[src/rtl/uart_rx_8bit_frame_if.sv]
// Receive-side line interface of the 8-bit UART framer: baud enable, serial
// input, line-control fields and the per-word result strobe with its flags.
interface uart_rx_8bit_frame_if;
  logic       brcx16;
  logic       srx;
  int         num_bits;
  logic       parity_en;
  logic       parity_ev;
  logic [7:0] dout;
  logic       wr;
  logic       parity_er;
  logic       frame_er;
  logic       break_itr;
  logic       busyn;

  modport master (
    output brcx16, srx, num_bits, parity_en, parity_ev,
    input  dout, wr, parity_er, frame_er, break_itr, busyn
  );

  modport slave (
    input  brcx16, srx, num_bits, parity_en, parity_ev,
    output dout, wr, parity_er, frame_er, break_itr, busyn
  );
endinterface

[src/rtl/uart_rx_8bit_frame.sv]
// 8-bit UART receive framer: 16x oversampling, 5..8 data bits, optional parity,
// first-stop check, break detect. `define UART_RX_MAJORITY_EN for 3-tick majority sampling.
module uart_rx_8bit_frame (
  input logic                  clk,
  input logic                  rst,
  uart_rx_8bit_frame_if.slave  bus
);

  typedef enum logic [2:0] {
    S_IDLE,
    S_START,
    S_DATA,
    S_PARITY,
    S_STOP,
    S_BRK_WAIT
  } state_t;

  state_t     state;
  logic       rx_meta;
  logic       rx_s;
  logic       samp;
  logic [3:0] cnt;
  logic [2:0] bit_cnt;
  logic [3:0] bits_n;
  logic       last_bit;
  logic [7:0] shreg;
  logic       par_acc;
  logic       zero_acc;
  logic       p_err;
  logic [7:0] dout_r;
  logic       wr_r;
  logic       parity_er_r;
  logic       frame_er_r;
  logic       break_itr_r;
  logic       busyn_r;

  // srx is asynchronous to clk; resetting to 1 keeps the idle level after reset.
  always_ff @(posedge clk or posedge rst) begin
    if (rst) begin
      rx_meta <= 1'b1;
      rx_s    <= 1'b1;
    end else begin
      rx_meta <= bus.srx;
      rx_s    <= rx_meta;
    end
  end

`ifdef UART_RX_MAJORITY_EN
  // Majority window = the two previous brcx16 ticks plus the current one.
  logic [1:0] rx_hist;

  always_ff @(posedge clk or posedge rst) begin
    if (rst) begin
      rx_hist <= 2'b11;
    end else if (bus.brcx16) begin
      rx_hist <= {rx_hist[0], rx_s};
    end
  end

  assign samp = (rx_hist[1] & rx_hist[0]) | (rx_hist[1] & rx_s) | (rx_hist[0] & rx_s);
`else
  assign samp = rx_s;
`endif

  always_comb begin
    bits_n = 4'd8;
    if (bus.num_bits >= 5 && bus.num_bits <= 8) begin
      bits_n = bus.num_bits[3:0];
    end
  end

  assign last_bit = ({1'b0, bit_cnt} == (bits_n - 4'd1));

  // NOTE: all state below uses non-blocking assignments so every branch reads
  // the pre-edge values; shreg is reset too, so dout never exposes X after rst.
  always_ff @(posedge clk or posedge rst) begin
    if (rst) begin
      state       <= S_IDLE;
      cnt         <= 4'd0;
      bit_cnt     <= 3'd0;
      shreg       <= 8'd0;
      par_acc     <= 1'b0;
      zero_acc    <= 1'b0;
      p_err       <= 1'b0;
      dout_r      <= 8'd0;
      wr_r        <= 1'b0;
      parity_er_r <= 1'b0;
      frame_er_r  <= 1'b0;
      break_itr_r <= 1'b0;
      busyn_r     <= 1'b1;
    end else begin
      wr_r <= 1'b0;
      if (bus.brcx16) begin
        case (state)
          S_IDLE: begin
            cnt     <= 4'd0;
            bit_cnt <= 3'd0;
            if (!rx_s) begin
              state   <= S_START;
              busyn_r <= 1'b0;
            end
          end

          S_START: begin
            if (cnt == 4'd7) begin
              cnt <= 4'd0;
              if (samp) begin
                state   <= S_IDLE;
                busyn_r <= 1'b1;
              end else begin
                state    <= S_DATA;
                bit_cnt  <= 3'd0;
                shreg    <= 8'd0;
                par_acc  <= 1'b0;
                zero_acc <= 1'b1;
                p_err    <= 1'b0;
              end
            end else begin
              cnt <= cnt + 4'd1;
            end
          end

          S_DATA: begin
            cnt <= cnt + 4'd1;
            if (cnt == 4'd15) begin
              shreg[bit_cnt] <= samp;
              par_acc        <= par_acc ^ samp;
              zero_acc       <= zero_acc & ~samp;
              bit_cnt        <= bit_cnt + 3'd1;
              if (last_bit) begin
                state <= bus.parity_en ? S_PARITY : S_STOP;
              end
            end
          end

          S_PARITY: begin
            cnt <= cnt + 4'd1;
            if (cnt == 4'd15) begin
              // Zero when data plus parity bit has the configured parity.
              p_err    <= par_acc ^ samp ^ ~bus.parity_ev;
              zero_acc <= zero_acc & ~samp;
              state    <= S_STOP;
            end
          end

          S_STOP: begin
            cnt <= cnt + 4'd1;
            if (cnt == 4'd15) begin
              wr_r        <= 1'b1;
              dout_r      <= shreg;
              frame_er_r  <= ~samp;
              parity_er_r <= p_err & bus.parity_en;
              break_itr_r <= zero_acc & ~samp;
              if (samp) begin
                state   <= S_IDLE;
                busyn_r <= 1'b1;
              end else begin
                state <= S_BRK_WAIT;
              end
            end
          end

          S_BRK_WAIT: begin
            // A held-low line must return high before another start is accepted.
            if (rx_s) begin
              state   <= S_IDLE;
              busyn_r <= 1'b1;
              cnt     <= 4'd0;
            end
          end

          default: begin
            state   <= S_IDLE;
            busyn_r <= 1'b1;
            cnt     <= 4'd0;
          end
        endcase
      end
    end
  end

  assign bus.dout      = dout_r;
  assign bus.wr        = wr_r;
  assign bus.parity_er = parity_er_r;
  assign bus.frame_er  = frame_er_r;
  assign bus.break_itr = break_itr_r;
  assign bus.busyn     = busyn_r;

endmodule

[src/flat_wrapper.sv]
// flat-port wrapper written by rule: the top's interface ports become plain ports
module uart_rx_8bit_frame_flat 
  (clk, rst, bus_brcx16, bus_srx, bus_num_bits, bus_parity_en, bus_parity_ev, bus_dout, bus_wr, bus_parity_er, bus_frame_er, bus_break_itr, bus_busyn);
  uart_rx_8bit_frame_if bus_i ();
  input logic clk;
  input logic rst;
  input wire logic [$bits(bus_i.brcx16)-1:0] bus_brcx16;
  input wire logic [$bits(bus_i.srx)-1:0] bus_srx;
  input wire logic [$bits(bus_i.num_bits)-1:0] bus_num_bits;
  input wire logic [$bits(bus_i.parity_en)-1:0] bus_parity_en;
  input wire logic [$bits(bus_i.parity_ev)-1:0] bus_parity_ev;
  output wire logic [$bits(bus_i.dout)-1:0] bus_dout;
  output wire logic [$bits(bus_i.wr)-1:0] bus_wr;
  output wire logic [$bits(bus_i.parity_er)-1:0] bus_parity_er;
  output wire logic [$bits(bus_i.frame_er)-1:0] bus_frame_er;
  output wire logic [$bits(bus_i.break_itr)-1:0] bus_break_itr;
  output wire logic [$bits(bus_i.busyn)-1:0] bus_busyn;
  assign bus_i.brcx16 = bus_brcx16;
  assign bus_i.srx = bus_srx;
  assign bus_i.num_bits = bus_num_bits;
  assign bus_i.parity_en = bus_parity_en;
  assign bus_i.parity_ev = bus_parity_ev;
  assign bus_dout = bus_i.dout;
  assign bus_wr = bus_i.wr;
  assign bus_parity_er = bus_i.parity_er;
  assign bus_frame_er = bus_i.frame_er;
  assign bus_break_itr = bus_i.break_itr;
  assign bus_busyn = bus_i.busyn;
  uart_rx_8bit_frame u_core (.clk(clk), .rst(rst), .bus(bus_i));
endmodule
[config.mk]
export PLATFORM = sky130hd
export DESIGN_NAME = uart_rx_8bit_frame_flat
export DESIGN_NICKNAME = d
export VERILOG_FILES = /design/src/rtl/uart_rx_8bit_frame_if.sv /design/src/rtl/uart_rx_8bit_frame.sv /design/src/flat_wrapper.sv
export SDC_FILE = /design/constraint.sdc
export NUM_CORES = 1
export LEC_CHECK = 0
export BUFFER_PORTS_ARGS = -buffer_cell sky130_fd_sc_hd__buf_2
export CORE_AREA = 2 2 64 78
export CTS_CLUSTER_SIZE = 28
export DETAILED_ROUTE_END_ITERATION = 10
export DIE_AREA = 0 0 66 80
export GPL_ROUTABILITY_DRIVEN = 0
export HOLD_SLACK_MARGIN = 0.05
export PLACE_DENSITY_LB_ADDON = 0.3
export RECOVER_POWER = 100
export REMOVE_ABC_BUFFERS = 1
export SYNTH_ARGS = -nofsm -noshare
export SYNTH_HDL_FRONTEND = slang
export SYNTH_SLANG_ARGS = --single-unit
[constraint.sdc]
create_clock -name clk -period 5.36 [get_ports clk]
set_input_delay 0.804 -clock clk [delete_from_list [all_inputs] [get_ports clk]]
set_output_delay 0.804 -clock clk [all_outputs]
set_load 0.01 [all_outputs]
; Word-level counts from Yosys, hierarchy flattened
; Index checks and enable logic that the tools add are counted.
[totals]
out_inout_bits = 13
reg_bits = 36
latch_bits = 0
mem_bits_rw = 0
romBits = 0
inputBits = 38
wordCells = 106
memories = 0
[op_classes]
addsub = 3
shifts = 0
n_div = 0
multipliers = 0
bitwise_logic = 7
n_reduce_logical = 17
magnitude_cmp = 4
mux = 43
n_eq_ne = 17
[op_table]
columns = cell, count
row1 = 3-bit two-way mux, 12
row2 = 32-bit by 4-bit >= comparator with 1-bit output (second input constant), 1
row3 = 32-bit by 5-bit <= comparator with 1-bit output (second input constant), 1
row4 = 5-bit AND reduction, 5
row5 = 8-bit two-way mux, 3
row6 = 3-bit one-hot mux with 6 select lines, 1
row7 = 8-bit one-hot mux with 2 select lines, 1
row8 = 1-bit two-way mux, 14
row9 = 2-bit by 1-bit != test with 1-bit output (second input constant), 7
row10 = 4-bit two-way mux, 3
row11 = 4-bit one-hot mux with 3 select lines, 1
row12 = 3-bit one-hot mux with 3 select lines, 1
row13 = 8-bit bitwise mux, 1
row14 = 8-bit AND reduction, 1
row15 = 3-bit by 2-bit equality test with 1-bit output (second input constant), 2
row16 = 3-bit equality test (second input constant), 2
row17 = 1-bit one-hot mux with 2 select lines, 3
row18 = 2-bit nonzero test, 3
row19 = 1-bit one-hot mux with 5 select lines, 1
row20 = 4-bit by 1-bit adder with 4-bit output (second input constant), 1
row21 = 3-bit by 4-bit equality test with 1-bit output, 1
row22 = 4-bit by 3-bit equality test with 1-bit output (second input constant), 1
row23 = 4-bit equality test (second input constant), 1
row24 = 3-bit by 4-bit < comparator with 1-bit output (second input constant), 1
row25 = other kinds (17), 23

; Logic depth before layout (Yosys ltp)
; Gate-level depths: netlist (run 1).
[depth]
ltp_word = 8
depth_mapped = 11
ltp_nobuf = 11

; Worst setup path after synthesis (run 1)
; No wires, ideal clock.
[synth_timing]
kind = input -> register
start = input bus_num_bits[24]
end = register u_core.state[0]
setup_slack_ps = 2375
setup_ps = 128
path_buffers = 0
t_arrival_ps = 2858
stages = 11
cell_sequence = nor4_1 -> nand4_1 -> nor2_1 -> nand2_1 -> ha_1 -> xnor2_1 -> o21ai_0 -> or4_1 -> o31ai_1 -> a211oi_2 -> mux2_1
[synth_via]
elab_chain_cells = 7
word_cells_on_any_way = 8
classes_between = add/sub (1) / order compare (2) / eq/ne (2) / mux (1) / reduce/logical (2)
[synth_rtl]
columns = item, line
row1 = from (decl), flat_wrapper.sv:9  ; input wire logic [$bits(bus_i.num_bits)-1:0] bus_num_bits;
row2 = 32-bit by 4-bit >= comparator with 1-bit output / 32-bit by 5-bit <= comparator with 1-bit output (equally long branches), uart_rx_8bit_frame.sv:67  ; if (bus.num_bits >= 5 && bus.num_bits <= 8) begin
row3 = 1-bit logical AND (*), uart_rx_8bit_frame.sv:67
row4 = 4-bit two-way mux (*), uart_rx_8bit_frame.sv:67
row5 = 4-bit by 1-bit subtractor with 4-bit output (*), uart_rx_8bit_frame.sv:72  ; assign last_bit = ({1'b0, bit_cnt} == (bits_n - 4'd1));
row6 = 3-bit by 4-bit equality test with 1-bit output (*), uart_rx_8bit_frame.sv:72
row7 = 2-bit by 1-bit != test with 1-bit output (no source line) (*), n/a
row8 = 8-bit AND reduction (no source line) (*), n/a
row9 = to (signal assigned), uart_rx_8bit_frame.sv:131  ; state <= bus.parity_en ? S_PARITY : S_STOP;
row10 = to (decl), uart_rx_8bit_frame.sv:18  ; state_t state;
; Mark *: on every way between the ends. The rest lies on a longest branch, timed or not.
; A chain may end at the register's enable or synchronous reset.

; Worst setup path in the final report (run 1)
[layout_timing]
start = input bus_num_bits[21]
end = register u_core.state[0]
; Same word-level chain as after synthesis.

==> results of run 1 <==
[worst paths after layout]
check / startpoint / to / slack (ns) / cells after the start
worst max-delay path: bus_num_bits[21] / u_core.state[0] / 2.23 / 12
max in group asynchronous: rst / u_core.p_err / 3.07 / 3
min in group asynchronous: rst / u_core.bus.wr / 1.19 / 3
worst min register to register: u_core.rx_meta / u_core.rx_s / 0.36 / 0
worst max register to register: u_core.state[1] / u_core.state[0] / 2.92 / 5
worst min-delay path: u_core.rx_meta / u_core.rx_s / 0.36 / 0
[cell usage after synthesis (all sizes together) (2+ instances only)]
library cell,n
buf,2
nand4,3
dfrtp,33
nand3,6
or3,2
nand2,43
clkbuf,9
nand2b,2
o31ai,6
nor3,3
nor4,8
nor2,22
o21ai,26
dfstp,3
ha,3
mux2,4
xnor2,2
a21o,3
xor2,3
inv,12
nor4b,2
a31oi,6
a21oi,4
[per-stage QoR]
step           instance area (sq um)  hold WS, ns
6_report                        2290        0.356
5_1_grt                         2290        0.361
4_1_cts                         2330        0.357
3_5_place_dp                    2230        0.347
3_3_place_gp                    2230        0.346
2_1_floorplan                   1900        0.345
[sequential cells by signal, summed over array words and instances (netlist names), 3 cells and up]
register and count:
u_core.bit_cnt 3, u_core.bus.dout 8, u_core.cnt 4, u_core.shreg 8
u_core.state 3
[power by group]
group	total [mW]	internal [mW]	switching, mW
registers	0.398	0.322	0.0760
logic	0.249	0.113	0.136
clock network	0.208	0.114	0.0931
[critical path: cells and delay by family]
family,cells,cell delay (ns)
AO/OA/AOI/OAI,2,0.54
XOR/XNOR,1,0.22
adder cells (fa/ha/maj),1,0.19
buffers and inverters,1,0.10
multiplexers,1,0.37
AND/OR/NAND/NOR,6,1.10
[logic make-up (layout without fill, tap and decap cells)]
family,Yosys count,count (layout),synth area share (%)
AND/OR/NAND/NOR,99,99,23.9
AO/OA/AOI/OAI,55,55,17.7
flip-flops,36,36,46.3
buffers and inverters,24,71,5.06
XOR/XNOR,5,5,2.24
multiplexers,5,5,2.82
adder cells (fa/ha/maj),3,3,1.92
[routing by layer]
| layer | wire (um) | vias to the layer above | GRT usage (%) |
|---|---|---|---|
| li1 | - | 895 | - |
| met1 | 1810 | 842 | 20.2 |
| met2 | 2190 | 41 | 27.4 |
| met3 | 162 | 10 | 4.37 |
| met4 | 70 | 0 | 6.33 |
| met5 | 0 | - | 0 |
[cell type report]
type | instances | area [sq um]
multi-input combinational | 167 | 931
tap | 58 | 72.6
sequential | 36 | 905
fill | 454 | 2230
clock buffer | 7 | 96.3
inverter | 13 | 48.8
timing repair buffer | 51 | 239
==> reports/qor.txt, run 1 <==
grt total ovfl = 0
diode count = 0
CTS Root Cell = clkbuf_8
vias in the first global route = 1539
CP max stage cell = a211oi_1
CP max FO = 4
Crit Path Category = in -> reg
Post CTS Setup Buffer Count = 0
DRC Markers = 0
Max clock buf depth = 2
CP Launch Type = input port
dpl cells = 325
most frequent cells in the layout = nand2_1, buf_2, dfrtp_1, nor2_1, o21ai_0
Site Rows = 27
cell area after synthesis = 1950 sq um
CTS tree = yes
Post-Layout Cell Count = 332
Lkg Pwr = 1.09 nW
# hold bufs at CTS = 0
Crit. End Element = flop
mean routed wirelength per cell = 12.7 um
fin. max-slew vios = 37
First-pass DRT Iterations = 4
antenna-violating nets left = 0
post-cts gate resize count = 0
Final min period = 3.13 ns
Place WS = 1.96 ns
Worst Tran Pin Value = 1.92 ns
Mean Syn Cell Area = 8.60 sq um
dpl hpwl = 3070 um
post-synthesis sequential area ratio = 46.3%
initial antenna violation count = 0
worst-skew pair later-pin latency = 0.29 ns
Hold Crit Class = reg -> reg
total wire length = 4220 um
Post-Syn Instances = 227
synth-to-layout area growth = 17.4%
failing checks = capacitance limit, slew limit
first-pass GRT wire length = 6790 um
Post-synth EDFFs = 0
Post-synth ARST share = 100%
largest area contributor in the netlist = dfrtp_1
Synth Warn # = 0
relative slew slack = -27.7%
Ports = 51
flops & latches, synth = 36
gr usage total = 16.5%
dominant cells by area after synthesis = dfrtp_1, nand2_1, dfstp_2
H-tree depth = 2
largest net degree at the start of global routing = 37
DR iter-0 viols = 76
clock slew at reported path FFs = 0.07 ns
Largest stage delay, worst path = 0.44 ns
die width = 66 um
Starting Density = 43.1%
maximum clock rate = 319 MHz
Worst VDD drop = 0.228 mV
RSZ-0062 raised after global routing = no
area fraction of the dominant cell type after synthesis = 42.3%
Hold Violations, Final = 0
die area = 5280 sq um
CTS buffer count = 5
Core Util, Final = 50.6%
Arr. time, crit path = 3.31 ns
Synth Flop Type = dfrtp_1
setup_tns = 0 ns
Tcrit/Tclk final = 58.5%
vias after detailed routing = 1788
Req. time, crit path = 5.53 ns
Final Power = 0.854 mW
Pwr Density = 373 nW/um^2
Netlist cell types = 49
CTS Sinks = 36
final worst slack = 2.23 ns
final setup violation count = 0
Maximum Capacitance Violations = 1
Core ar. = 4530 sq um
share of layout cells above drive strength 1 = 17.5%
Cell Chain, Critical Path = buf_2 -> nor4_1 -> nand4_1 -> nor2_1 -> nand2_1 -> ha_1 -> xnor2_1 -> nor4_1 -> nor2_1 -> o211ai_1 -> a211oi_1 -> mux2_1
clock skew = 0.00380 ns
vias per cell = 5.39
status = finished with violations
Final #Nets = 315
Die Ht = 80 um
IO Port Bufs = 50
commonest non-fill, non-tap cell in the layout = nand2_1
Power figures use the tool's default switching activity.
==> run 2, diff against run 1 <==
--- a/config.mk
+++ b/config.mk
@@ -5,11 +5,12 @@
 export SDC_FILE = /design/constraint.sdc
 export NUM_CORES = 1
 export LEC_CHECK = 0
+export ABC_AREA = 1
 export BUFFER_PORTS_ARGS = -buffer_cell sky130_fd_sc_hd__buf_2
-export CORE_AREA = 2 2 64 78
+export CORE_AREA = 2 2 65 79
 export CTS_CLUSTER_SIZE = 28
 export DETAILED_ROUTE_END_ITERATION = 10
-export DIE_AREA = 0 0 66 80
+export DIE_AREA = 0 0 67 81
 export GPL_ROUTABILITY_DRIVEN = 0
 export HOLD_SLACK_MARGIN = 0.05
 export PLACE_DENSITY_LB_ADDON = 0.3
==> constraint.sdc (replaced) <==
create_clock -name clk -period 2.7 [get_ports clk]
set_input_delay 0.405 -clock clk [delete_from_list [all_inputs] [get_ports clk]]
set_output_delay 0.405 -clock clk [all_outputs]
set_load 0.01 [all_outputs]
==> run 2 against run 1 <==
  * The run still ends with capacitance limit, slew limit left
  * Clock skew grew 0.0022 ns
  * Clock power is 89% higher
  * Final area increased by 3.8%
  * Die area grew 2.8%
  * Critical endpoint is now u_core.shreg[6]
  * Largest power group unchanged
==> reports/qor.txt, run 2 <==
Hold Path Origin = bus_srx
vias in the first global route = 1752 (+14%)
# hold bufs at CTS = 0 (unchanged)
maximum clock rate = 430 MHz
most frequent cell after synthesis = nand2_1
dpl hpwl = 3170 um (+3.0%)
final worst slack = 0.374 ns (-1.85 ns)
CTS Root Cell = clkbuf_8
synth-to-layout area growth = 18.1%
relative slew slack = -25.6% (+2.1 points)
RSZ-0062 raised after global routing = no
Crit. End Element = flop
Hold Violations, Final = 0 (unchanged)
Synth top cells by count = nand2_1, inv_1, dfrtp_1
Clock power frac = 23.6% (-0.7 points)
largest area contributor in the netlist = dfrtp_1
Final Power = 1.67 mW (+95%)
dominant cells by area after synthesis = dfrtp_1, nand2_1, inv_1
Worst R2R Setup Slack = 0.37 ns (-2.55 ns)
final setup violation count = 0 (unchanged)
Final min period = 2.33 ns
diode count = 0 (unchanged)
Worst Tran Pin Value = 1.88 ns (-0.0318 ns)
part of the power in combinational logic = 34.5% (+5.3 points)
Site Rows = 28 (+3.7%)
Largest stage delay, worst path = 0.85 ns (+0.41 ns)
CP max stage cell = nor3_1
largest net degree at the start of global routing = 37 (unchanged)
die area = 5430 sq um (+2.8%)
failing checks = capacitance limit, slew limit
Core Util, Final = 49.9% (-0.69 points)
mean routed wirelength per cell = 11.1 um (-13%)
First-pass DRT Iterations = 4 (unchanged)
Crit Path Category = reg -> reg
DRC Markers = 0 (unchanged)
status = finished with violations
Mean Syn Cell Area = 7.72 sq um (-10%)
CTS tree = yes
Core ar. = 4760 sq um (+5.3%)
commonest non-fill, non-tap cell in the layout = nand2_1
grt total ovfl = 0 (unchanged)
Die Ht = 81 um (+1.3%)
R2R Path Start = u_core.state[2]
Arr. time, crit path = 2.53 ns (-0.78 ns)
Req. time, crit path = 2.90 ns (-2.63 ns)
share of layout cells above drive strength 1 = 17.4% (-0.11 points)
Post-synth EDFFs = 0 (unchanged)
Max clock buf depth = 2 (unchanged)
Pwr Density = 701 nW/um^2 (+88%)
cell area after synthesis = 2020 sq um (+3.3%)
Post-synth ARST share = 100% (unchanged)
area fraction of the dominant cell type after synthesis = 41.0% (-1.3 points)
DR iter-0 viols = 78 (+2.6%)
Sequential Power Share = 41.9% (-4.6 points)
Post-Syn Instances = 261 (+15%)
Worst VDD drop = 0.381 mV (+67%)
Sw Ratio = 38.2% (+2.5 points)
clock slew at reported path FFs = 0.07 ns (about the same)
Lkg Pwr = 1.16 nW (+6.3%)
reg2reg end = u_core.shreg[6]
total wire length = 4180 um (-1.1%)
Final #Nets = 356 (+13%)
fin. max-slew vios = 37 (unchanged)
hold path depth = 1 (+1)
WHS Endpoint = u_core.rx_meta
initial antenna violation count = 0 (unchanged)
vias per cell = 4.92 (-8.6%)
H-tree depth = 2 (unchanged)
antenna-violating nets left = 0 (unchanged)
clock skew = 0.00602 ns (+0.00223 ns)
post-synthesis sequential area ratio = 44.9% (-1.5 points)
Post CTS Setup Buffer Count = 0 (unchanged)
flops & latches, synth = 36 (unchanged)
first-pass GRT wire length = 7070 um (+4.2%)
Psw = 0.637 mW (+110%)
Place WS = 0.361 ns (-1.60 ns)
Cell Chain, Critical Path = nor3_1 -> clkbuf_1 -> nand4_4 -> o22ai_1
CP Launch Type = flop
Synth Warn # = 0 (unchanged)
die width = 67 um (+1.5%)
setup_tns = 0 ns (unchanged)
Netlist cell types = 33 (-33%)
Design Area, Final = 2380 sq um (+3.8%)
CTS buffer count = 5 (unchanged)
Synth Flop Type = dfrtp_1
worst r2r path cells = 4 (-1)
CP max FO = 10 (+6)
CTS Sinks = 36 (unchanged)
most frequent cells in the layout = nand2_1, inv_1, buf_2, dfrtp_1, nor2_1
Tcrit/Tclk final = 86.1%
post-cts gate resize count = 0 (unchanged)
Maximum Capacitance Violations = 1 (unchanged)
Starting Density = 42.3% (-0.81 points)
vias after detailed routing = 1851 (+3.5%)
DP Area = 2330 sq um (+4.6%)
Ports = 51 (unchanged)
gr usage total = 16.7% (+0.25 points)
worst-skew pair later-pin latency = 0.28 ns (about the same)
IO Port Bufs = 50 (unchanged)
Hold Crit Class = in -> reg
internal power = 1.03 mW (+88%)
run 2: cell types whose count changed after synthesis, sizes merged, moves of 6 or more:
cell | previous run | this run
a21oi | 4 | 15
clkbuf | 9 | 3
inv | 12 | 42
nand2 | 43 | 55
nand3 | 6 | 19
nor2 | 22 | 30
nor3 | 3 | 12
nor4 | 8 | 0
o21ai | 26 | 17
o22ai | 1 | 10
run 2: final cells by class:
cell class                      instances  area (sq um)
Clock inverter                          2          10.0
Tap cell                               60          75.1
Multi-Input combinational cell        178           908
Inverter                               42           158
Fill cell                             518          2380
Sequential cell                        36           905
Timing Repair Buffer                   52           241
Clock buffer                            6          82.6
run 2: critical path, delay by kind of cell, from the launching register on:
kind / cells / cell delay (ns)
simple gates: 2 / 1.07
compound gates: 1 / 0.21
flops: 1 / 0.46
buf+inv: 1 / 0.50
run 2: worst max-delay path by stage:
stage	start	endpoint	slack, ns	cells after the start
finish	u_core.state[2]	u_core.shreg[6]	0.37	4
global route	u_core.state[2]	u_core.state[1]	0.24	6
CTS	bus_num_bits[31]	u_core.state[1]	0.67	15
detailed placement	bus_num_bits[31]	u_core.state[1]	0.36	15
global placement	bus_num_bits[31]	u_core.state[2]	0.44	14
floorplan	bus_num_bits[31]	u_core.state[2]	0.66	13
run 2: layer usage:
| layer | vias to the layer above | wire length, um | global-route usage [%] |
|---|---|---|---|
| met2 | 33 | 2190 | 30.8 |
| li1 | 960 | - | - |
| met3 | 2 | 140 | 4.71 |
| met4 | 0 | 21 | 4.08 |
| met5 | - | 0 | 0 |
| met1 | 856 | 1820 | 18.7 |
run 2: through the flow:
stage               hold slack, ns  instances
floorplan                    0.345        256
global placement             0.346        368
detailed placement           0.347        368
CTS                          0.205        376
global route                 0.203        376
finish                       0.218        376
run 2: cell families after synthesis:
kind of cell	synth area share, %
buffers and inverters	8.88
XOR/XNOR	1.74
adder cells (fa/ha/maj)	1.86
AND/OR/NAND/NOR	27.6
flip-flops	44.9
AO/OA/AOI/OAI	15.0
run 2: power groups by stage:
stage	clock (mW)	sequential, mW	combinational (mW)
floorplan	0	0.706	0.450
finish	0.394	0.699	0.575
global placement	0	0.715	0.584
global route	0.437	0.709	0.653
detailed placement	0	0.713	0.603
CTS	0.409	0.704	0.604
